==> config.mk <==
export PLATFORM = sky130hd
export DESIGN_NAME = sdram_burst_sched
export DESIGN_NICKNAME = d
export VERILOG_FILES = /design/src/rtl/sdram_burst_sched_pkg.sv /design/src/rtl/sdram_ref_timer.sv /design/src/rtl/sdram_burst_sched.sv
export SDC_FILE = /design/constraint.sdc
export NUM_CORES = 1
export LEC_CHECK = 0
export ABC_CLOCK_PERIOD_IN_PS = 4500
export BUFFER_PORTS_ARGS = -buffer_cell sky130_fd_sc_hd__buf_2
export CAP_MARGIN = 10
export CORE_ASPECT_RATIO = 1.75
export CORE_MARGIN = 2
export CORE_UTILIZATION = 55
export CTS_CLUSTER_SIZE = 24
export DETAILED_ROUTE_END_ITERATION = 7
export HOLD_SLACK_MARGIN = 0.03
export PLACE_DENSITY = 0.79
export RECOVER_POWER = 25
export SLEW_MARGIN = 15
export SYNTH_ARGS = -nofsm -noshare
export SYNTH_HDL_FRONTEND = slang
export SYNTH_SLANG_ARGS = --single-unit
==> constraint.sdc <==
create_clock -name clk_133M_i -period 4.5 [get_ports clk_133M_i]
set_input_delay 0.45 -clock clk_133M_i [delete_from_list [all_inputs] [get_ports clk_133M_i]]
set_output_delay 0.45 -clock clk_133M_i [all_outputs]
set_load 0.02 [all_outputs]
==> src/rtl/sdram_burst_sched_pkg.sv <==
// Shared encodings for the SDRAM burst scheduler: request opcodes, scheduler
// FSM states and the command-engine state numbering the scheduler hands off to.
package sdram_burst_sched_pkg;

    localparam logic [1:0] OP_WR  = 2'd0;
    localparam logic [1:0] OP_RD  = 2'd1;
    localparam logic [1:0] OP_REF = 2'd2;

    typedef enum logic [1:0] {
        S_IDLE = 2'd0,
        S_REQ  = 2'd1,
        S_BUSY = 2'd2
    } sched_state_t;

    // Command-engine states; the engine owns these, the scheduler only waits for done.
    localparam logic [3:0] W_IDLE  = 4'd0;
    localparam logic [3:0] W_ACT   = 4'd1;
    localparam logic [3:0] W_TRCD  = 4'd2;
    localparam logic [3:0] W_WRITE = 4'd3;
    localparam logic [3:0] W_READ  = 4'd4;
    localparam logic [3:0] W_CL    = 4'd5;
    localparam logic [3:0] W_REF   = 4'd6;
    localparam logic [3:0] W_TRFC  = 4'd7;
    localparam logic [3:0] W_TRP   = 4'd8;

endpackage

==> src/rtl/sdram_ref_timer.sv <==
// Free-running auto-refresh timer: raises a pending refresh at every wrap and
// flags (stickily) a wrap that lands while the previous refresh is still pending.
module sdram_ref_timer #(
    parameter int REF_PERIOD = 1037
) (
    input  logic clk,
    input  logic rst_n,
    input  logic ref_grant,
    output logic ref_pend,
    output logic ref_miss
);

    localparam int CNT_W = $clog2(REF_PERIOD);

    logic [CNT_W-1:0] cnt;
    logic             pend_q;
    logic             wrap;

    assign wrap = (cnt == CNT_W'(REF_PERIOD - 1));
    // The wrap cycle itself already counts as pending so the scheduler can
    // issue the refresh on the very edge the flag is registered.
    assign ref_pend = pend_q | wrap;

    always_ff @(posedge clk or negedge rst_n) begin
        if (!rst_n) begin
            cnt      <= '0;
            pend_q   <= 1'b0;
            ref_miss <= 1'b0;
        end else begin
            cnt <= wrap ? '0 : cnt + 1'b1;
            if (wrap) begin
                pend_q <= 1'b1;
                if (pend_q && !ref_grant) ref_miss <= 1'b1;
            end else if (ref_grant) begin
                pend_q <= 1'b0;
            end
        end
    end

endmodule

==> src/rtl/sdram_burst_sched.sv <==
// Arbitrates camera write bursts, display read bursts and auto-refresh onto the
// single SDRAM command engine, and keeps the double-buffered frame address map.
module sdram_burst_sched
    import sdram_burst_sched_pkg::*;
#(
    parameter int BURST_LEN   = 256,
    parameter int WR_THRESH   = 256,
    parameter int RD_THRESH   = 1024,
    parameter int RD_URGENT   = 256,
    parameter int REF_PERIOD  = 1037,
    parameter int FRAME_WORDS = 480000,
    parameter int ADDR_W      = 22
) (
    input  logic              clk_133M_i,
    input  logic              rst_133i,
    input  logic              sched_en_i,
    input  logic [10:0]       wr_fifo_used_i,
    input  logic [10:0]       rd_fifo_used_i,
    output logic              burst_req_o,
    output logic [1:0]        burst_op_o,
    output logic [ADDR_W-1:0] burst_addr_o,
    input  logic              burst_ack_i,
    input  logic              burst_done_i,
    output logic              wr_buf_o,
    output logic              rd_buf_o,
    output logic              ref_miss_o,
    output sched_state_t      sched_state_o
);

    localparam int OFF_W = ADDR_W - 1;
    localparam logic [OFF_W-1:0] BURST_STEP = OFF_W'(BURST_LEN);

    sched_state_t      state_q, state_d;
    logic              ref_pend, ref_grant;
    logic [OFF_W-1:0]  wr_off, rd_off;
    logic              frame_rdy;
    logic              rd_urgent, wr_elig, rd_elig;
    logic              issue, done_now;
    logic [1:0]        issue_op;
    logic [ADDR_W-1:0] issue_addr;
    logic              wr_wrap, rd_wrap, wr_buf_nx;

    // Handshake: burst_req_o is a valid that stays high with op/addr frozen
    // until the single-cycle burst_ack_i; burst_done_i marks end of that burst.
    assign ref_grant = (state_q == S_REQ) && burst_ack_i && (burst_op_o == OP_REF);

    sdram_ref_timer #(.REF_PERIOD(REF_PERIOD)) u_ref_timer (
        .clk       (clk_133M_i),
        .rst_n     (rst_133i),
        .ref_grant (ref_grant),
        .ref_pend  (ref_pend),
        .ref_miss  (ref_miss_o)
    );

    assign rd_urgent = 32'(rd_fifo_used_i) < 32'(RD_URGENT);
    assign wr_elig   = 32'(wr_fifo_used_i) >= 32'(WR_THRESH);
    assign rd_elig   = 32'(rd_fifo_used_i) < 32'(RD_THRESH);

    always_comb begin
        state_d    = state_q;
        issue      = 1'b0;
        issue_op   = OP_WR;
        issue_addr = '0;
        done_now   = 1'b0;
        case (state_q)
            S_IDLE: begin
                if (ref_pend) begin
                    issue    = 1'b1;
                    issue_op = OP_REF;
                end else if (sched_en_i && rd_urgent) begin
                    issue      = 1'b1;
                    issue_op   = OP_RD;
                    issue_addr = {rd_buf_o, rd_off};
                end else if (sched_en_i && wr_elig) begin
                    issue      = 1'b1;
                    issue_op   = OP_WR;
                    issue_addr = {wr_buf_o, wr_off};
                end else if (sched_en_i && rd_elig) begin
                    issue      = 1'b1;
                    issue_op   = OP_RD;
                    issue_addr = {rd_buf_o, rd_off};
                end
                if (issue) state_d = S_REQ;
            end
            S_REQ: begin
                if (burst_ack_i) begin
                    done_now = burst_done_i;
                    state_d  = burst_done_i ? S_IDLE : S_BUSY;
                end
            end
            S_BUSY: begin
                if (burst_done_i) begin
                    done_now = 1'b1;
                    state_d  = S_IDLE;
                end
            end
            default: state_d = S_IDLE;
        endcase
    end

    assign wr_wrap = done_now && (burst_op_o == OP_WR) &&
                     (32'(wr_off) + 32'(BURST_LEN) == 32'(FRAME_WORDS));
    assign rd_wrap = done_now && (burst_op_o == OP_RD) &&
                     (32'(rd_off) + 32'(BURST_LEN) == 32'(FRAME_WORDS));
    // Reader flips to the buffer the writer has just left, using the post-wrap writer buffer.
    assign wr_buf_nx = wr_wrap ? ~wr_buf_o : wr_buf_o;

    always_ff @(posedge clk_133M_i or negedge rst_133i) begin
        if (!rst_133i) begin
            state_q      <= S_IDLE;
            burst_req_o  <= 1'b0;
            burst_op_o   <= OP_WR;
            burst_addr_o <= '0;
            wr_off       <= '0;
            rd_off       <= '0;
            wr_buf_o     <= 1'b0;
            rd_buf_o     <= 1'b1;
            frame_rdy    <= 1'b0;
        end else begin
            state_q <= state_d;
            if (issue) begin
                burst_req_o  <= 1'b1;
                burst_op_o   <= issue_op;
                burst_addr_o <= issue_addr;
            end else if ((state_q == S_REQ) && burst_ack_i) begin
                burst_req_o <= 1'b0;
            end
            if (done_now && (burst_op_o == OP_WR)) wr_off <= wr_wrap ? '0 : wr_off + BURST_STEP;
            if (done_now && (burst_op_o == OP_RD)) rd_off <= rd_wrap ? '0 : rd_off + BURST_STEP;
            wr_buf_o <= wr_buf_nx;
            if (rd_wrap && (frame_rdy || wr_wrap)) begin
                rd_buf_o  <= ~wr_buf_nx;
                frame_rdy <= 1'b0;
            end else if (wr_wrap) begin
                frame_rdy <= 1'b1;
            end
        end
    end

    assign sched_state_o = state_q;

endmodule
# Yosys cells after proc, flatten, opt, wreduce, memory -nomap -nowiden

Cells that the tools add are included.
W data, S select, Z words.

Register bits after elaboration: 85
Input port bits: 27
Logic and storage cells: 87

$add $sub $neg: 5
Order comparisons: 3
Equal/unequal tests: 10
Mux-type cells: 34
Bitwise logic cells: 3
Reductions and logical operators: 20

Operators by type and width:

| operator                | number |
|---|---|
| $mux W22                | 5 |
| $add A21 B9 Y22 const B | 2 |
| $eq A22 B19 Y1 const B  | 2 |
| $add A21 B9 Y21 const B | 2 |
| $mux W21                | 2 |
| $mux W1                 | 18 |
| $mux W2                 | 6 |
| $add A11 B1 Y11 const B | 1 |
| $eq A11 B11 Y1 const B  | 1 |
| $ge A11 B9 Y1 const B   | 1 |
| $logic_and A1 B1 Y1     | 11 |
| $lt A11 B11 Y1 const B  | 1 |
| $lt A11 B9 Y1 const B   | 1 |
| $mux W11                | 1 |
| $ne A2 B2 Y1 const B    | 3 |
| $pmux W2 S3             | 1 |
| $reduce_bool A2 Y1      | 3 |
| $eq A2 B1 Y1 const B    | 2 |
| $eq A2 B2 Y1 const B    | 2 |
| $logic_not A2 Y1        | 2 |
| $reduce_and A3 Y1       | 1 |
| $not A1 Y1              | 2 |
| $pmux W1 S2             | 1 |
| $reduce_and A2 Y1       | 1 |
| 3 further kinds         | 3 |

# Longest topological paths before layout

Gate-level depths: netlist of run 1.

Depth in word-level cells: 9
Mapped depth: 9
Depth with buffers taken out: 8

# Cells and area by module

From an unflattened synthesis of run 1, not the netlist that was laid out.

Cell total of the unflattened synthesis: 357
Area total of the unflattened synthesis: 3442.1 µm²

By module, submodules not included:

| module            | instances | cells an instance | area an instance (µm²) | seq. area each (µm²) |
|---|---|---|---|---|
| sdram_burst_sched | 1         | 302               | 2837.7                 | 1227.4 |
| sdram_ref_timer   | 1         | 55                | 604.3                  | 325.3 |

# Least setup slack after synthesis of run 1

OpenSTA, ideal clock, no wires.

Kind: register to register
Start: reg state_q[1] (netlist: sched_state_o[1])
End: reg rd_buf_o
Library setup time: 0.088 ns
Data arrival time: 2.232 ns
Required time: 4.412 ns
Path slack: 2.180 ns
Cell stages (with the launch flop): 10
Buffers on the path: 1
Period minus slack after synthesis: 2.320 ns
Cells stage by stage: dfrtp_1 inv_1 ha_1 nand2_1 or4_4 nor2_1 and4_1 buf_2 nor3_1 or3b_1

Cells in the longest elaborated chain, start to end: 6

Ends and longest elaborated chain:

| what                                              | RTL line                                           | source |
|---|---|---|
| start, declared                                   | sdram_burst_sched.sv:33                            | `sched_state_t state_q, state_d;` |
| start signal, assigned                            | sdram_burst_sched.sv:120                           | `state_q <= state_d;` |
| $eq A2 B2 Y1 or $eq A2 B1 Y1 (tied branches)      | sdram_burst_sched.sv:65                            | `case (state_q)` |
| $pmux W1 S2 (*)                                   | sdram_burst_sched.sv:65                            |  |
| $logic_and A1 B1 Y1 (2 in series)                 | sdram_burst_sched.sv:101                           | `assign wr_wrap = done_now && (burst_op_o == OP_WR) &&` |
| $mux W1 or $logic_or A1 B1 Y1 (tied branches)     | sdram_burst_sched.sv:106, sdram_burst_sched.sv:131 |  |
| $not A1 Y1 or $logic_and A1 B1 Y1 (tied branches) | sdram_burst_sched.sv:132, sdram_burst_sched.sv:131 |  |
| end signal, assigned                              | sdram_burst_sched.sv:132                           | `rd_buf_o <= ~wr_buf_nx;` |
| end, declared                                     | sdram_burst_sched.sv:25                            | `output logic rd_buf_o,` |

Mark *: on every way between the ends. The rest lies on a longest branch, timed or not.
A chain may end at the register's enable or synchronous reset.

# Worst setup path after layout of run 1

Start: reg state_q[1] (netlist: sched_state_o[1])
End: reg rd_off[12]

Cells in the longest elaborated chain, start to end: 5

Ends and longest elaborated chain:

| what                                         | RTL line                                           | source |
|---|---|---|
| $eq A2 B2 Y1 or $eq A2 B1 Y1 (tied branches) | sdram_burst_sched.sv:65                            |  |
| $pmux W1 S2 (*)                              | sdram_burst_sched.sv:65                            |  |
| $logic_and A1 B1 Y1 (*)                      | sdram_burst_sched.sv:103, sdram_burst_sched.sv:129 |  |
| $logic_and A1 B1 Y1                          | sdram_burst_sched.sv:103                           | `assign rd_wrap = done_now && (burst_op_o == OP_RD) &&` |
| $mux W21                                     | sdram_burst_sched.sv:129                           | `if (done_now && (burst_op_o == OP_RD)) rd_off <= rd_wrap ? '0 : rd_off + BURST_STEP;` |
| end signal, assigned                         | sdram_burst_sched.sv:129                           |  |
| end, declared                                | sdram_burst_sched.sv:35                            | `logic [OFF_W-1:0] wr_off, rd_off;` |

Marked as above.

==> metrics.csv, run 1 <==
metric,value,unit
IO Count,57,
"area leader, netlist",dfrtp_1,
Leakage,1.81,nW
vias,2956,
Ys Warns,0,
full die area,0.00707,mm²
Pwr per Cell Area,439,mW/mm²
ANT cells,0,
clk buf depth,2,
critical-path maximum fanout,10,
Final Critical Period,2750,ps
Synth Instances,373,
Mapped Area,0.00351,mm²
global placer's final weighted congestion,0.871,
Final setup viols,0,
CP max stage delay,590,ps
Core Footprint,0.00618,mm²
root buffer cell,clkbuf_8,
wire per inst,16.4,µm
CTS tree,yes,
R2R cell count,8,
critical path startpoint category,flop,
Final Net Count,435,
Post-CTS Setup Inserts,0,
vias in the first global route,2880,
max_cap viols,0,
CTS Buf Count,9,
RSZ-0062 raised after global routing,false,
first-pass GRT wire length,13.1,mm
GRT Total Usage,24.2,%
CP top delay family,simple AND/OR/NAND/NOR gates,
CTS-repair resized insts,0,
I/O Buffers,40,
via/cell ratio,6.11,
placed insts,468,
TNS Setup,0,ps
"Seq/Total Area, Yosys",44.2,%
"EDFF count, synth",0,
largest net degree at the start of global routing,63,
Detailed Route WL,7.96,mm
hold buffers post-CTS,0,
final antenna-violating net count,0,
layout cells sized above 1,18.6,%
fin cells,484,
DIE HEIGHT,110,µm
RR Startpoint,sched_state_o[1],
crit-path cells,inv_1 -> ha_1 -> a21oi_2 -> nor4b_4 -> nand4_1 -> nor3_2 -> nand2_2 -> a221o_1,
Final Hold Fails,0,
Slew headroom,34.8,%
area growth from synthesis to layout,11.1,%
Max Clk Rate,363,MHz
detailed router's first-iteration violation count,165,
Worst IR Drop VDD,0.279,mV
antenna violations before repair,0,
Clock Skews,5.52,ps
Synth Flop Type,dfrtp_1,
Max Transition Viols Final,0,
CP Data Arrival Time,3000,ps
worst path bufs/invs,1,
asr flop ratio synth,100,%
mean area per synthesized cell,9.42,µm²
clock sink total,62,
worst reg-to-reg setup slack,1750,ps
Yosys reg bits,62,
Die Wd,64.4,µm
WS Path Type,reg2reg,
# DRC,0,
pre-CTS WS,1770,ps
"Clk pin slew, worst setup/hold paths",70,ps
Clock Latency Late Sink,360,ps
Worst EP required,4750,ps
hpwl dp,5.59,mm
Initial Utilization,56.8,%
Critical Path Slowest Stage Cell,nor4b_4,
Site Rows,38,
worst-margin pin slew,975,ps
H-tree depth,3,
Mapped Nets,409,
status,finished clean,
gr ovfl total,0,
Tcrit/Tclk final,61.1,%
Yosys top cell area share,43.4,%
DRT Pass-1 Iters,7,
CP Capture Type,flop,
R2R Path End,rd_off[12],
post-route worst setup slack,1750,ps
HP Class,in2async,
Synth cell types,65,
Synth area leaders,"dfrtp_1 (43%), nand2_1 (4.9%), a22oi_1 (3.4%), xnor2_1 (3.2%), ha_1 (3.2%)",
final cells by class:
| type | count | area [µm²] |
|---|---|---|
| fillers | 513 | 2280 |
| multi-input cells | 269 | 1750 |
| flip-flops and latches | 62 | 1550 |
| repair buffers | 43 | 223 |
| clock buffers | 10 | 138 |
| well taps | 80 | 100 |
| clock inverters | 6 | 85.1 |
| inverters | 14 | 52.6 |
cells in the mapped netlist, types with 3 or more instances:
cell type  count
dfrtp_1       61
nand2_1       46
nor2_1        26
a22oi_1       16
inv_1         14
nand3_1       14
xnor2_1       13
nor3_1        12
xor2_1        12
o21ai_1       10
a21oi_1        9
clkbuf_1       9
ha_1           9
o21ai_0        9
buf_2          8
buf_4          8
and3_1         7
nand4_1        6
a31oi_1        4
and2_1         4
nand4b_1       4
o31ai_1        4
a21o_1         3
a22o_1         3
nor2b_1        3
nor3b_1        3
nor4_1         3
cells by family after synthesis:
kind of cell / after synthesis / share of synthesized area [%]
adders and majority gates: 9 / 3.21
muxes: 1 / 0.285
xor gates and xnor gates: 25 / 6.23
buffers and inverters: 42 / 6.05
AOI/OAI and AO/OA: 82 / 16.5
and+or+nand+nor: 152 / 23.6
DFF: 62 / 44.2
stage by stage:
| step | util (%) | total power, mW | area [µm²] | hold slack, ps |
|---|---|---|---|---|
| 6_report | 63.2 | 1.72 | 3910 | 237 |
| 5_1_grt | 63.2 | 1.80 | 3910 | 331 |
| 4_1_cts | 63.1 | 1.72 | 3900 | 288 |
| 3_5_place_dp | 59.5 | 1.16 | 3680 | 451 |
| 3_3_place_gp | 59.5 | 1.15 | 3680 | 447 |
| 2_1_floorplan | - | 1.03 | 3510 | 154 |
metal layers:
layer	GRT usage [%]	wire length, µm
met5	0	0
met4	15.2	294
met3	5.42	426
met2	41.9	4110
met1	26.5	3120
power breakdown:
group / switching (mW) / total, mW / internal [mW]
combinational: 0.285 / 0.439 / 0.154
sequential: 0.0917 / 0.724 / 0.632
clock: 0.228 / 0.553 / 0.324
total: 0.605 / 1.72 / 1.11
placed cells by master, fill, tap and decap left out, types with 3 or more instances in the layout:
cell / Yosys / final
nand4_1: 6 / 6
buf_2: 8 / 40
nand4b_1: 4 / 4
buf_4: 8 / 3
a22oi_1: 16 / 16
clkbuf_8: 0 / 10
ha_1: 9 / 9
o21ai_1: 10 / 10
o31ai_1: 4 / 4
and3_1: 7 / 7
inv_1: 14 / 14
a31oi_1: 4 / 4
nor3_1: 12 / 12
a22o_1: 3 / 3
and2_1: 4 / 4
dfrtp_1: 61 / 61
nor2b_1: 3 / 3
a21o_1: 3 / 3
xnor2_1: 13 / 13
nor2_1: 26 / 26
o21ai_0: 9 / 9
a21oi_1: 9 / 9
nor3b_1: 3 / 3
xor2_1: 12 / 12
nand3_1: 14 / 14
nand2_1: 46 / 46
state kept, by name, summed over array words and instances (netlist names):
signal,count
burst_addr_o,15
burst_op_o,2
burst_req_o,1
frame_rdy,1
rd_buf_o,1
rd_off,13
sched_state_o,2
u_ref_timer.cnt,11
u_ref_timer.pend_q,1
u_ref_timer.ref_miss,1
wr_buf_o,1
wr_off,13
worst max-delay path by stage:
stage | start | to | depth (start not counted)
finish | sched_state_o[1] | rd_off[12] | 8
global route | sched_state_o[1] | rd_off[12] | 8
CTS | sched_state_o[1] | rd_buf_o | 8
detailed placement | sched_state_o[1] | rd_off[12] | 8
global placement | sched_state_o[1] | rd_off[12] | 8
floorplan | sched_state_o[1] | rd_buf_o | 9
(Power assumes the default switching activity.)
==> run 2: changes to the inputs <==
Settings changed: ABC_CLOCK_PERIOD_IN_PS 4500 to 2600.
Clock period 4.5 ns to 2.6 ns, I/O delays scaled along.
==> run 2 against run 1 <==
Clock power up 41%. Combinational power up 87%. Highest routed layer unchanged. Die area unchanged. Critical path type unchanged.
==> metrics.csv, run 2 (synthesized netlist as in run 1, its figures left out) <==
metric,value,unit,change
status,finished clean,,
Worst IR Drop VDD,0.365,mV,+31%
CP Capture Type,flop,,
clock sink total,62,,unchanged
Clock Latency Late Sink,340,ps,-20 ps
Tcrit/Tclk final,93.4,%,+32 points
critical-path maximum fanout,5,,-5
Slew headroom,3.67,%,-31 points
GR Util met1,26.4,%,-0.18 points
Die Wd,64.4,µm,unchanged
detailed router's first-iteration violation count,243,,+47%
clk buf depth,2,,unchanged
# fillers,513,,unchanged
Initial Utilization,56.8,%,unchanged
H-tree depth,3,,unchanged
CTS Buf Count,9,,unchanged
full die area,0.00707,mm²,unchanged
root buffer cell,clkbuf_8,,
Site Rows,38,,unchanged
gr ovfl total,0,,unchanged
Worst Hold Depth,4,,
area growth from synthesis to layout,13.2,%,
ANT cells,0,,unchanged
critical path startpoint category,flop,,
met2 usage,43.4,%,+1.5 points
global placer's final weighted congestion,0.881,,+1.1%
final instance area,0.00398,mm²,+1.9%
busiest grt layer,met2,,
Design Power,2.82,mW,+65%
first-pass GRT wire length,13.3,mm,+2.0%
"Clk pin slew, worst setup/hold paths",70,ps,about the same
wire per inst,16.4,µm,-0.36%
Final Hold Fails,0,,unchanged
final antenna-violating net count,0,,unchanged
via/cell ratio,5.94,,-2.7%
hold worst-path end,burst_req_o,,
placed insts,485,,+3.6%
vias in the first global route,2937,,+2.0%
layout cells sized above 1,17.5,%,-1.0 points
Pwr per Cell Area,710,mW/mm²,+62%
Top Registers,"burst_addr_o x15, rd_off x13, wr_off x13",,
"commonest non-fill, non-tap cell in the layout",dfrtp_1,,
Largest register FFs,15,,unchanged
worst-margin pin slew,1440,ps,+470 ps
WS Path Type,reg2reg,,
R2R cell count,9,,+1
antenna violations before repair,0,,unchanged
largest net degree at the start of global routing,27,,-57%
DIE HEIGHT,110,µm,unchanged
GRT Total Usage,24.8,%,+0.61 points
Multi-input gate area,0.00175,mm²,-0.36%
RSZ-0062 raised after global routing,false,,
Max Clk Rate,412,MHz,+13%
Worst EP required,2800,ps,-1950 ps
Final setup viols,0,,unchanged
Final Critical Period,2430,ps,-323 ps
HP Class,in2reg,,
met3 global-route usage,5.32,%,-0.10 points
Clock Skews,12.2,ps,+6.73 ps
Reg area,0.00155,mm²,unchanged
CTS tree,yes,,
vias,2982,,+0.88%
Detailed Route WL,8.22,mm,+3.3%
DRT Pass-1 Iters,5,,-2
CP Data Arrival Time,2630,ps,-370 ps
TNS Setup,0,ps,unchanged
RR Startpoint,sched_state_o[1],,
Hold Slack,266,ps,+29.4 ps
Leakage,1.83,nW,+1.1%
fin cells,502,,+3.7%
hold path start,burst_ack_i,,
R2R Path End,wr_off[16],,
max_cap viols,0,,unchanged
Reg with most FFs,burst_addr_o,,
hpwl dp,5.96,mm,+6.5%
worst reg-to-reg setup slack,170,ps,-1580 ps
Area after DPL,0.00380,mm²,+3.5%
Final Net Count,453,,+4.1%
IO Count,57,,unchanged
most frequent cells in the layout,"dfrtp_1 (61), nand2_1 (46), nor2_1 (26), buf_2 (26), buf_4 (20)",,
Max Transition Viols Final,0,,unchanged
I/O Buffers,40,,unchanged
Core Footprint,0.00618,mm²,unchanged
# DRC,0,,unchanged
-- run 2: changes by cell type in the layout (fill, tap and decap cells not counted) --
cell,previous run,this run
buf_4,3,20
clkbuf_1,0,17
buf_2,40,26
bufinv_16,2,0
clkbuf_8,10,12
clkinvlp_4,2,0
clkinv_2,2,1
dlygate4sd3_1,0,1
nor4_1,2,3
nor4_2,1,0
-- run 2: repair_timing --
item                      in CTS  in global routing
setup buffers                  0                  0
hold buffers                   1                  0
gates resized for setup        0                  0
hold endpoints to repair      23                  0
-- run 2: cell type report --
class	count	share of cell area [%]
clock buffer	15	4.44
clock inverter	1	0.126
inverter	14	1.32
multi-input combinational	269	43.9
sequential	62	39.0
tap	80	2.52
timing repair buffer	61	8.62
-- run 2: worst max-delay path, cell delays in order (launching register included) --
cell and delay, ps:
dfrtp_1 400, inv_1 120, ha_1 250, a21oi_2 120, or4_4 510, nor2_1 170, and4_1 330, buf_4 180
nand3b_1 110, o311ai_0 120
-- run 2: power by group --
group / switching [mW] / internal (mW) / leakage, nW
registers: 0.132 / 1.10 / 0.792
clock network: 0.354 / 0.424 / 0.0937
logic: 0.529 / 0.290 / 0.942
total: 1.02 / 1.81 / 1.83
-- run 2: how the worst max path moves through the flow --
stage	startpoint	cells after the start	slack (ps)	to
6_report	sched_state_o[1]	9	170	wr_off[16]
3_3_place_gp	sched_state_o[1]	9	260	wr_off[16]
4_1_cts	sched_state_o[1]	9	200	wr_off[16]
3_5_place_dp	sched_state_o[1]	9	220	wr_off[16]
5_1_grt	sched_state_o[1]	9	30	wr_off[16]
2_1_floorplan	sched_state_o[1]	9	280	rd_buf_o
-- run 2: through the flow --
| step | worst slack [ps] | utilization (%) |
|---|---|---|
| after CTS | 196 | 64.6 |
| after detailed placement | 216 | 61.5 |
| final | 171 | 64.4 |
| after global routing | 29.6 | 64.4 |
| after floorplan | 280 | - |
| after global placement | 263 | 61.5 |
-- run 2: layer usage --
layer,routed length (µm),share of wire (%)
met1,3280,40
met2,4080,50
met3,463,5.6
met4,399,4.9
met5,0,0
==> run 3: changes to the inputs <==
Settings changed: ABC_AREA from default to 1, PLACE_DENSITY 0.79 to 0.77.
==> run 3 against run 2 <==
The flow now finishes with violations (capacitance limit, slew limit). Power is 61% higher. Flip-flop and latch count unchanged. Worst setup slack improved by 270 ps. Hold slack lost 31 ps. Die area rose by 7.3%. Critical path depth unchanged.
==> metrics.csv, run 3 <==
metric,value,unit,change
status,finished with violations,,
violated checks,"capacitance limit, slew limit",,
Detailed Route WL,9.30,mm,+13%
Final Critical Period,2160,ps,-271 ps
final antenna-violating net count,0,,unchanged
Design Power,4.55,mW,+61%
Slew headroom,-20.4,%,-24 points
clk buf depth,2,,unchanged
asr flop ratio synth,100,%,unchanged
IO Count,57,,unchanged
Tcrit/Tclk final,83.0,%,-10 points
Initial Utilization,56.0,%,-0.86 points
first-pass GRT wire length,15.0,mm,+12%
# DRC,0,,unchanged
critical path startpoint category,flop,,
most common cell in the netlist,nand2_1,,
Synth area leaders,"dfrtp_1 (40%), nand2_1 (15%), inv_1 (7.0%), nand3_1 (6.5%), nor2_1 (3.9%)",,
DRT Pass-1 Iters,5,,unchanged
Worst EP required,2780,ps,-20 ps
xor/xnor share of the synthesized area,1.62,%,-4.6 points
Final Hold Fails,0,,unchanged
fin util,64.1,%,-0.30 points
Synth cell types,37,,-43%
"Seq/Total Area, Yosys",41.1,%,-3.1 points
CP top delay family,simple AND/OR/NAND/NOR gates,,
CP max stage delay,500,ps,about the same
Compound-Gate Fraction of Synth Area,8.07,%,-8.4 points
RSZ-0062 raised after global routing,false,,
"commonest non-fill, non-tap cell in the layout",nand2_1,,
clock power share,25.5,%,-2.1 points
Critical Path Slowest Stage Cell,nor4_4,,
Worst IR Drop VDD,0.623,mV,+71%
Clock Latency Late Sink,330,ps,about the same
I/O Buffers,40,,unchanged
antenna violations before repair,0,,unchanged
vias in the first global route,3323,,+13%
WS Path Type,reg2reg,,
Largest register FFs,15,,unchanged
DIE HEIGHT,114,µm,+3.6%
vias,3505,,+18%
Site Rows,40,,+5.3%
ANT cells,0,,unchanged
H-tree depth,3,,unchanged
sequential fraction of design power,34.1,%,-9.4 points
CTS tree,yes,,
Max Transition Viols Final,31,,+31
Sw Ratio,43.6,%,+7.7 points
Synth Flop Type,dfrtp_1,,
mean area per synthesized cell,7.36,µm²,-22%
area growth from synthesis to layout,14.4,%,
Comb power frac,40.4,%,+11 points
placed insts,628,,+29%
area share of and/or/nand/nor cells after synthesis,36.6,%,+13 points
mux cell area share after synthesis,0,%,-0.28 points
detailed router's first-iteration violation count,172,,-29%
worst-margin pin slew,1810,ps,+361 ps
Yosys top cell area share,40.4,%,-3.1 points
hpwl dp,7.13,mm,+20%
Final Net Count,592,,+31%
max_cap viols,1,,+1
HP Class,in2reg,,
CP Data Arrival Time,2340,ps,-290 ps
Post-CTS Setup Inserts,0,,unchanged
# fillers,605,,+18%
critical-path maximum fanout,18,,+13
Hold Slack,235,ps,-30.9 ps
largest family of logic cells by synthesized area,simple AND/OR/NAND/NOR gates,,
Mapped Nets,550,,+34%
Reg with most FFs,burst_addr_o,,
Ys Warns,0,,unchanged
full die area,0.00758,mm²,+7.3%
CP Capture Type,flop,,
Top Registers,"burst_addr_o x15, rd_off x13, wr_off x13",,
root buffer cell,clkbuf_16,,
CTS Buf Count,9,,unchanged
"Clk pin slew, worst setup/hold paths",50,ps,-20 ps
Post-Synth Adder-Cell Area,2.98,%,-0.23 points
Max Clk Rate,464,MHz,+13%
most frequent cells in the layout,"nand2_1 (147), inv_1 (71), dfrtp_1 (61)",,
Yosys reg bits,62,,unchanged
crit-path cells,inv_1 -> ha_1 -> inv_1 -> nor4_4 -> nor2_2 -> nand2_1 -> nand2_2 -> inv_1 -> o22ai_1,,
worst path bufs/invs,3,,+1
internal power,2.57,mW,+42%
Clock Skews,6.22,ps,-6.03 ps
global placer's final weighted congestion,0.954,,+8.3%
Die Wd,66.7,µm,+3.5%
Synth Instances,514,,+38%
"EDFF count, synth",0,,unchanged
crit-path most repeated cell,inv_1,,
TNS Setup,0,ps,unchanged
commonest cells in the netlist,"nand2_1 (147), inv_1 (71), dfrtp_1 (61), nand3_1 (49), nor2_1 (39)",,
clock sink total,62,,unchanged
fin cells,644,,+28%
gr ovfl total,0,,unchanged
Net Sw Power,1.99,mW,+96%
Final setup viols,0,,unchanged
largest net degree at the start of global routing,33,,+22%
Pwr per Cell Area,1050,mW/mm²,+48%
wire per inst,14.4,µm,-12%
layout cells sized above 1,13.0,%,-4.5 points
Leakage,2.22,nW,+21%
Core Footprint,0.00676,mm²,+9.3%
"area leader, netlist",dfrtp_1,,
Mapped Area,0.00378,mm²,+7.7%
GRT Total Usage,26.4,%,+1.6 points
via/cell ratio,5.44,,-8.4%
==> run 3: worst paths after layout <==
kind	startpoint	endpoint	depth (start not counted)	slack [ps]
setup / recovery	u_ref_timer.cnt[0]	burst_op_o[1]	9	440
hold / removal	burst_done_i	sched_state_o[1]	4	240
setup reg to reg	u_ref_timer.cnt[0]	burst_op_o[1]	9	440
hold reg to reg	burst_addr_o[19]	burst_addr_o[19]	2	470
max in group asynchronous	rst_133i	wr_buf_o	2	600
min in group asynchronous	rst_133i	u_ref_timer.cnt[3]	2	950
==> run 3: final cells by class <==
type	instances	area, µm²	area share, %
clock buffer	11	243	5.61
clock inverter	4	47.5	1.10
inverter	75	282	6.50
multi-input combinational	362	1860	43.1
sequential	62	1550	35.9
tap	84	105	2.43
timing repair buffer	46	234	5.41
==> run 3: power by group through the flow <==
stage,combinational [mW],sequential [mW],clock [mW]
after floorplan,1.20,1.65,0
after global placement,1.80,1.54,0
after detailed placement,1.85,1.55,0
after CTS,1.86,1.54,1.18
after global routing,2.05,1.59,1.22
final,1.84,1.55,1.16
==> run 3: logic make-up after synthesis <==
| kind of cell | Yosys count |
|---|---|
| buffers and inverters | 90 |
| AND/OR/NAND/NOR | 292 |
| AO/OA/AOI/OAI | 54 |
| flip-flops | 62 |
| XOR/XNOR | 7 |
| adder cells (fa/ha/maj) | 9 |
==> run 3: routing by layer <==
layer  track usage (%)  wire length, µm  vias up
li1                  -                -     1739
met1              27.9             3540     1647
met2              47.3             5010       91
met3              4.04              359       28
met4              16.1              393        0
met5                 0                0        -
==> run 3: metrics by stage <==
stage	setup WS (ps)	cell area, µm²
after floorplan	608	3780
after global placement	496	4050
after detailed placement	435	4050
after CTS	403	4350
after global routing	156	4330
final	443	4330
==> run 3: worst min-delay path, cell delays in order <==
cell	delay [ps]
buf_2	90
inv_1	50
nand2_1	50
o21ai_0	70
==> run 3: what timing repair did <==
action                                  4_1_cts  5_1_grt
endpoints found under the setup margin        0        0
endpoints found under the hold margin        29        0
resized for setup                             0        0
hold buffers                                  1        0
